<file path="src/rtl/alu_arbiter.sv">
// Round-robin arbiter sharing one ALU between two valid/ready requesters.
// Optional macro ALU_ARB_ERR_EN adds RESP0_ERR/RESP1_ERR flags for reserved select codes.
module alu_arbiter #(
  parameter int DATA_W    = 8,
  parameter int ADD_LAT   = 2,
  parameter int LOGIC_LAT = 1
) (
  input  logic              CLK,
  input  logic              RESET,
  input  logic              REQ0_VALID,
  input  logic [2:0]        REQ0_OP,
  input  logic [DATA_W-1:0] REQ0_A,
  input  logic [DATA_W-1:0] REQ0_B,
  output logic              REQ0_READY,
  output logic              RESP0_VALID,
  output logic [DATA_W-1:0] RESP0_DATA,
  input  logic              REQ1_VALID,
  input  logic [2:0]        REQ1_OP,
  input  logic [DATA_W-1:0] REQ1_A,
  input  logic [DATA_W-1:0] REQ1_B,
  output logic              REQ1_READY,
  output logic              RESP1_VALID,
  output logic [DATA_W-1:0] RESP1_DATA,
  output logic [DATA_W-1:0] ALU_DATA1,
  output logic [DATA_W-1:0] ALU_DATA2,
  output logic [2:0]        ALU_SELECT,
  input  logic [DATA_W-1:0] ALU_RESULT
`ifdef ALU_ARB_ERR_EN
  ,
  output logic              RESP0_ERR,
  output logic              RESP1_ERR
`endif
);

  typedef enum logic [1:0] {IDLE, EXEC, RESP} state_t;

  state_t            state_q, state_d;
  logic              rr_q, rr_d;        // requester granted last
  logic              owner_q, owner_d;
  logic [7:0]        cnt_q, cnt_d;
  logic [DATA_W-1:0] d1_q, d1_d, d2_q, d2_d;
  logic [2:0]        sel_q, sel_d;
  logic [DATA_W-1:0] rdata0_q, rdata0_d, rdata1_q, rdata1_d;
  logic              grant0, grant1;
`ifdef ALU_ARB_ERR_EN
  logic              err_q, err_d;
`endif

  function automatic logic is_reserved(input logic [2:0] op);
    return op[2];
  endfunction

  function automatic logic [7:0] op_latency(input logic [2:0] op);
    if (is_reserved(op))   return 8'd1;
    else if (op == 3'b001) return 8'(ADD_LAT);
    else                   return 8'(LOGIC_LAT);
  endfunction

  always_comb begin
    grant0 = REQ0_VALID & (~REQ1_VALID | rr_q);
    grant1 = REQ1_VALID & (~REQ0_VALID | ~rr_q);
  end

  always_comb begin
    state_d  = state_q;
    rr_d     = rr_q;
    owner_d  = owner_q;
    cnt_d    = cnt_q;
    d1_d     = d1_q;
    d2_d     = d2_q;
    sel_d    = sel_q;
    rdata0_d = rdata0_q;
    rdata1_d = rdata1_q;
`ifdef ALU_ARB_ERR_EN
    err_d    = err_q;
`endif
    unique case (state_q)
      IDLE: begin
        if (grant0) begin
          d1_d    = REQ0_A;
          d2_d    = REQ0_B;
          sel_d   = REQ0_OP;
          owner_d = 1'b0;
          rr_d    = 1'b0;
          cnt_d   = op_latency(REQ0_OP);
          state_d = EXEC;
        end else if (grant1) begin
          d1_d    = REQ1_A;
          d2_d    = REQ1_B;
          sel_d   = REQ1_OP;
          owner_d = 1'b1;
          rr_d    = 1'b1;
          cnt_d   = op_latency(REQ1_OP);
          state_d = EXEC;
        end
      end
      EXEC: begin
        if (cnt_q <= 8'd1) begin
          // Reserved selects never expose whatever the ALU drives for them.
          if (owner_q == 1'b0)
            rdata0_d = is_reserved(sel_q) ? '0 : ALU_RESULT;
          else
            rdata1_d = is_reserved(sel_q) ? '0 : ALU_RESULT;
`ifdef ALU_ARB_ERR_EN
          err_d   = is_reserved(sel_q);
`endif
          state_d = RESP;
        end else begin
          cnt_d = cnt_q - 8'd1;
        end
      end
      RESP:    state_d = IDLE;
      default: state_d = IDLE;
    endcase
  end

  always_ff @(posedge CLK) begin
    if (RESET) begin
      state_q  <= IDLE;
      rr_q     <= 1'b1;
      owner_q  <= 1'b0;
      cnt_q    <= '0;
      d1_q     <= '0;
      d2_q     <= '0;
      sel_q    <= '0;
      rdata0_q <= '0;
      rdata1_q <= '0;
`ifdef ALU_ARB_ERR_EN
      err_q    <= 1'b0;
`endif
    end else begin
      state_q  <= state_d;
      rr_q     <= rr_d;
      owner_q  <= owner_d;
      cnt_q    <= cnt_d;
      d1_q     <= d1_d;
      d2_q     <= d2_d;
      sel_q    <= sel_d;
      rdata0_q <= rdata0_d;
      rdata1_q <= rdata1_d;
`ifdef ALU_ARB_ERR_EN
      err_q    <= err_d;
`endif
    end
  end

  assign REQ0_READY  = (state_q == IDLE) & grant0;
  assign REQ1_READY  = (state_q == IDLE) & grant1;
  assign RESP0_VALID = (state_q == RESP) & (owner_q == 1'b0);
  assign RESP1_VALID = (state_q == RESP) & (owner_q == 1'b1);
  assign RESP0_DATA  = rdata0_q;
  assign RESP1_DATA  = rdata1_q;
  assign ALU_DATA1   = d1_q;
  assign ALU_DATA2   = d2_q;
  assign ALU_SELECT  = sel_q;
`ifdef ALU_ARB_ERR_EN
  assign RESP0_ERR   = RESP0_VALID & err_q;
  assign RESP1_ERR   = RESP1_VALID & err_q;
`endif

endmodule

</file>
<file path="config.mk">
export PLATFORM = sky130hd
export DESIGN_NAME = alu_arbiter
export DESIGN_NICKNAME = d
export VERILOG_FILES = /design/src/rtl/alu_arbiter.sv
export SDC_FILE = /design/constraint.sdc
export NUM_CORES = 1
export LEC_CHECK = 0
export BUFFER_PORTS_ARGS = -buffer_cell sky130_fd_sc_hd__buf_2
export CAP_MARGIN = 20
export CORE_MARGIN = 3
export CORE_UTILIZATION = 44
export DETAILED_ROUTE_END_ITERATION = 10
export GPL_TIMING_DRIVEN = 1
export PLACE_DENSITY = 0.76
export SLEW_MARGIN = 20
export SYNTH_ARGS = -nofsm -noshare
export SYNTH_HDL_FRONTEND = slang
export SYNTH_SLANG_ARGS = --single-unit
</file>
<file path="constraint.sdc">
create_clock -name CLK -period 1.8 [get_ports CLK]
set_clock_uncertainty 0.05 [all_clocks]
set_input_delay 0.27 -clock CLK [delete_from_list [all_inputs] [get_ports CLK]]
set_output_delay 0.27 -clock CLK [all_outputs]
set_load 0.03 [all_outputs]
</file>
==> results.tsv <==
stage	metric	value	unit
logic_synthesis	synth_edf_count	0	
power	p_leak	0.001316	uW
logic_synthesis	synthSimpleGateAreaFrac	28.81	%
logic_synthesis	syn_avg_cell_area	8.210	um^2
logic_synthesis	synthesis.area	2250	um^2
cells_and_area	areaGrowthSynthToFinish	32.48	%
die	start_util	46.70	%
power	ir_worst_vdd	0.0007113	V
timing	holdWs	0.1730	ns
drt	detailroute.via_count	2376	
global_routing	grt_usage	20.49	%
drt	routed_via_density	5.487	
setup_path	worstPathCellList	inv_1 -> ha_2 -> buf_4 -> nand3_1 -> or4b_1 -> a21boi_1	
drt	drt-total-wl	5908	um
logic_synthesis	synth-seq-cells	47	
cells_and_area	final_util	61.87	%
logic_synthesis	synth_top_family_by_area	simple AND/OR/NAND/NOR gates	
clock_tree	path_clk_slew	0.09	ns
timing	min_period_over_period	94.54	%
timing	finalCriticalPeriod	1.702	ns
setup_path	worstPathRequired	1.99	ns
global_routing	antenna_found_initial	0	
clock_tree	cts_hold_buf	0	
clock_tree	cts_made_buffers	5	
logic_synthesis	yosysWarnings	0	
logic_synthesis	synth_cell_types	39	
cells_and_area	seqCellArea	942.2	um^2
drt	drc_errors	0	
logic_synthesis	synth-compound-area-share	21.69	%
logic_synthesis	synth_largest_area_cell	dfxtp_1	
cells_and_area	nets	417	
setup_path	critPathLaunchType	register	
clock_tree	cts_resized	1	
timing	drv_slew	0	
run_status	status	finished, final reports clean	
global_routing	grt_pass1_wl	10200	um
drt	drt_iter0_drc	101	
setup_path	worst-path-max-fanout	4	
timing	rsz0062_at_grt	true	
logic_synthesis	synth_top_area_share	41.82	%
timing	slew_headroom	80.18	%
clock_tree	cts_tree	built	
die	die-width	77.51	um
logic_synthesis	synthXorXnorAreaFrac	0	%
drt	drtPass1Iterations	5	
cells_and_area	fillCellCount	468	
timing	setup-tns-final	0	ns
cells_and_area	multi_input_area	1205	um^2
global_routing	grt.overflow.total	0	
place	hpwl	4314	um
timing	final-hold-violation-count	0	
logic_synthesis	muxShareOfSynthArea	0.8899	%
die	die_h	77.51	um
clock_tree	cts_sinks	47	
logic_synthesis	synth-async-reset-ratio	0	%
die	die-area	6007	um^2
power	p_per_area	1624	nW/um^2
drt	ant_nets	0	
cells_and_area	diodes	0	
timing	setup_viol_count_final	0	
setup_path	reg2reg_from	cnt_q[1]	
cells_and_area	drive_gt1_share	33.61	%
logic_synthesis	synth_ff_type	dfxtp_1	
min_path	hp-start	REQ1_B[6]	
timing	worstMarginPinSlew	0.2951	ns
logic_synthesis	synth_area_leaders	dfxtp_1, a311oi_1, nand4b_1	
clock_tree	htreeDepth	2	
setup_path	end_kind	register	
setup_path	max_stage_delay	0.50	ns
setup_path	crit_type	register to register	
setup_path	worstSetupStartpoint	cnt_q[1]	
place	port_buffers	88	
clock_tree	clockRootBuffer	clkbuf_8	
place	gp_congestion	0.8514	
logic_synthesis	synthCells	274	
setup_path	critPathArrivalTime	1.89	ns
run	maxCapViolCount	0	
die	core_area	4817	um^2
cells_and_area	fin_cells	433	
logic_synthesis	synthAdderAreaFrac	1.112	%
die	num_rows	25	
clock_tree	cts_setup_buffers	0	
clock_tree	clk_latency	0.30	ns
place	post-place-cells	425	
die	pin_count	89	
logic_synthesis	seq_area_frac_synth	41.82	%
global_routing	grt_max_degree	27	
drt	post_drt_wl_per_cell	13.64	um
min_path	hold_path.class	input pin to register	
clock_tree	clock_path_buffers	2	
setup_path	cpMaxStageDelayCell	or4b_1	
timing	fmax	587.6	MHz
global_routing	grt_pass1_vias	2240	
logic_synthesis	syn_nets	326	
critical path: cells and delay by family (launching register included):
kind	cells	cell delay (ns)
AO/OA/AOI/OAI	1	0.15
adder cells (fa/ha/maj)	1	0.23
buffers and inverters	2	0.23
flip-flops	1	0.33
AND/OR/NAND/NOR	2	0.64
final cells by class:
| type | instances | share of cell area, % |
|---|---|---|
| inverters | 7 | 0.8816 |
| clock buffers | 6 | 2.435 |
| clock inverters | 2 | 2.015 |
| flip-flops and latches | 47 | 31.61 |
| repair buffers | 106 | 19.82 |
| multi-input cells | 198 | 40.43 |
| well taps | 67 | 2.813 |
stage by stage:
stage | setup slack, ns | power [uW] | cell area, um^2
floorplan | 0.03746 | 3195 | 2257
global placement | 0.06897 | 3860 | 2828
detailed placement | -0.01188 | 3894 | 2828
CTS | 0.02210 | 4832 | 2965
global route | -0.03147 | 5176 | 2980
finish | 0.09828 | 4841 | 2980
state kept, by name, summed over array words and instances (netlist names):
name and cells:
RESP1_DATA 8, RESP0_DATA 8, owner_q 1, rr_q 1, state_q 2, ALU_DATA1 8, cnt_q 8, ALU_SELECT 3
ALU_DATA2 8
where the power goes:
part | switching [uW] | internal, uW
Combinational | 1510 | 916
Sequential | 184 | 1320
Clock | 355 | 555
Total | 2050 | 2790
cell usage in the layout (no fill, tap or decap), drive strengths merged, types with 3 or more instances in the layout:
cell,instances
o21ai,18
clkbuf,6
nor2,28
nor3b,3
inv,7
or3,3
a21oi,22
dfxtp,47
a2111o,3
buf,106
nand2,32
nand3,23
nor3,4
a311oi,19
nand2b,4
nand4b,16
cells in the mapped netlist, types with 2 or more instances:
cell type,count
nand2b_1,4
dfxtp_1,47
inv_1,6
nand3_1,23
or2_1,2
mux2i_1,2
nor2_1,28
buf_4,2
a311oi_1,19
or3_1,2
nor3_1,4
o21ai_1,17
ha_1,2
nand4b_1,16
nand2_1,32
a21oi_1,22
a2111o_1,3
buf_2,3
a21boi_1,2
o2111ai_1,2
clkbuf_1,16
nor3b_1,3
final timing paths:
path | to | slack, ns | cells after the start
setup / recovery | cnt_q[6] | 0.1 | 6
hold / removal | ALU_DATA2[6] | 0.17 | 3
setup reg to reg | cnt_q[6] | 0.1 | 6
hold reg to reg | RESP1_DATA[1] | 0.43 | 2
cell families after synthesis:
logic type,Yosys count
AND/OR/NAND/NOR,122
AO/OA/AOI/OAI,72
buffers and inverters,29
flip-flops,47
multiplexers,2
adder cells (fa/ha/maj),2
layer usage:
metal | vias to the layer above | track usage, % | share of wire [%] | wire, um
met5 | - | 0 | 0 | 0
li1 | 1188 | - | - | -
met3 | 10 | 5.800 | 6.2 | 364
met2 | 76 | 33.16 | 47 | 2756
met1 | 1102 | 26.08 | 45 | 2675
met4 | 0 | 7.117 | 1.9 | 111
(Power assumes the default switching activity.)
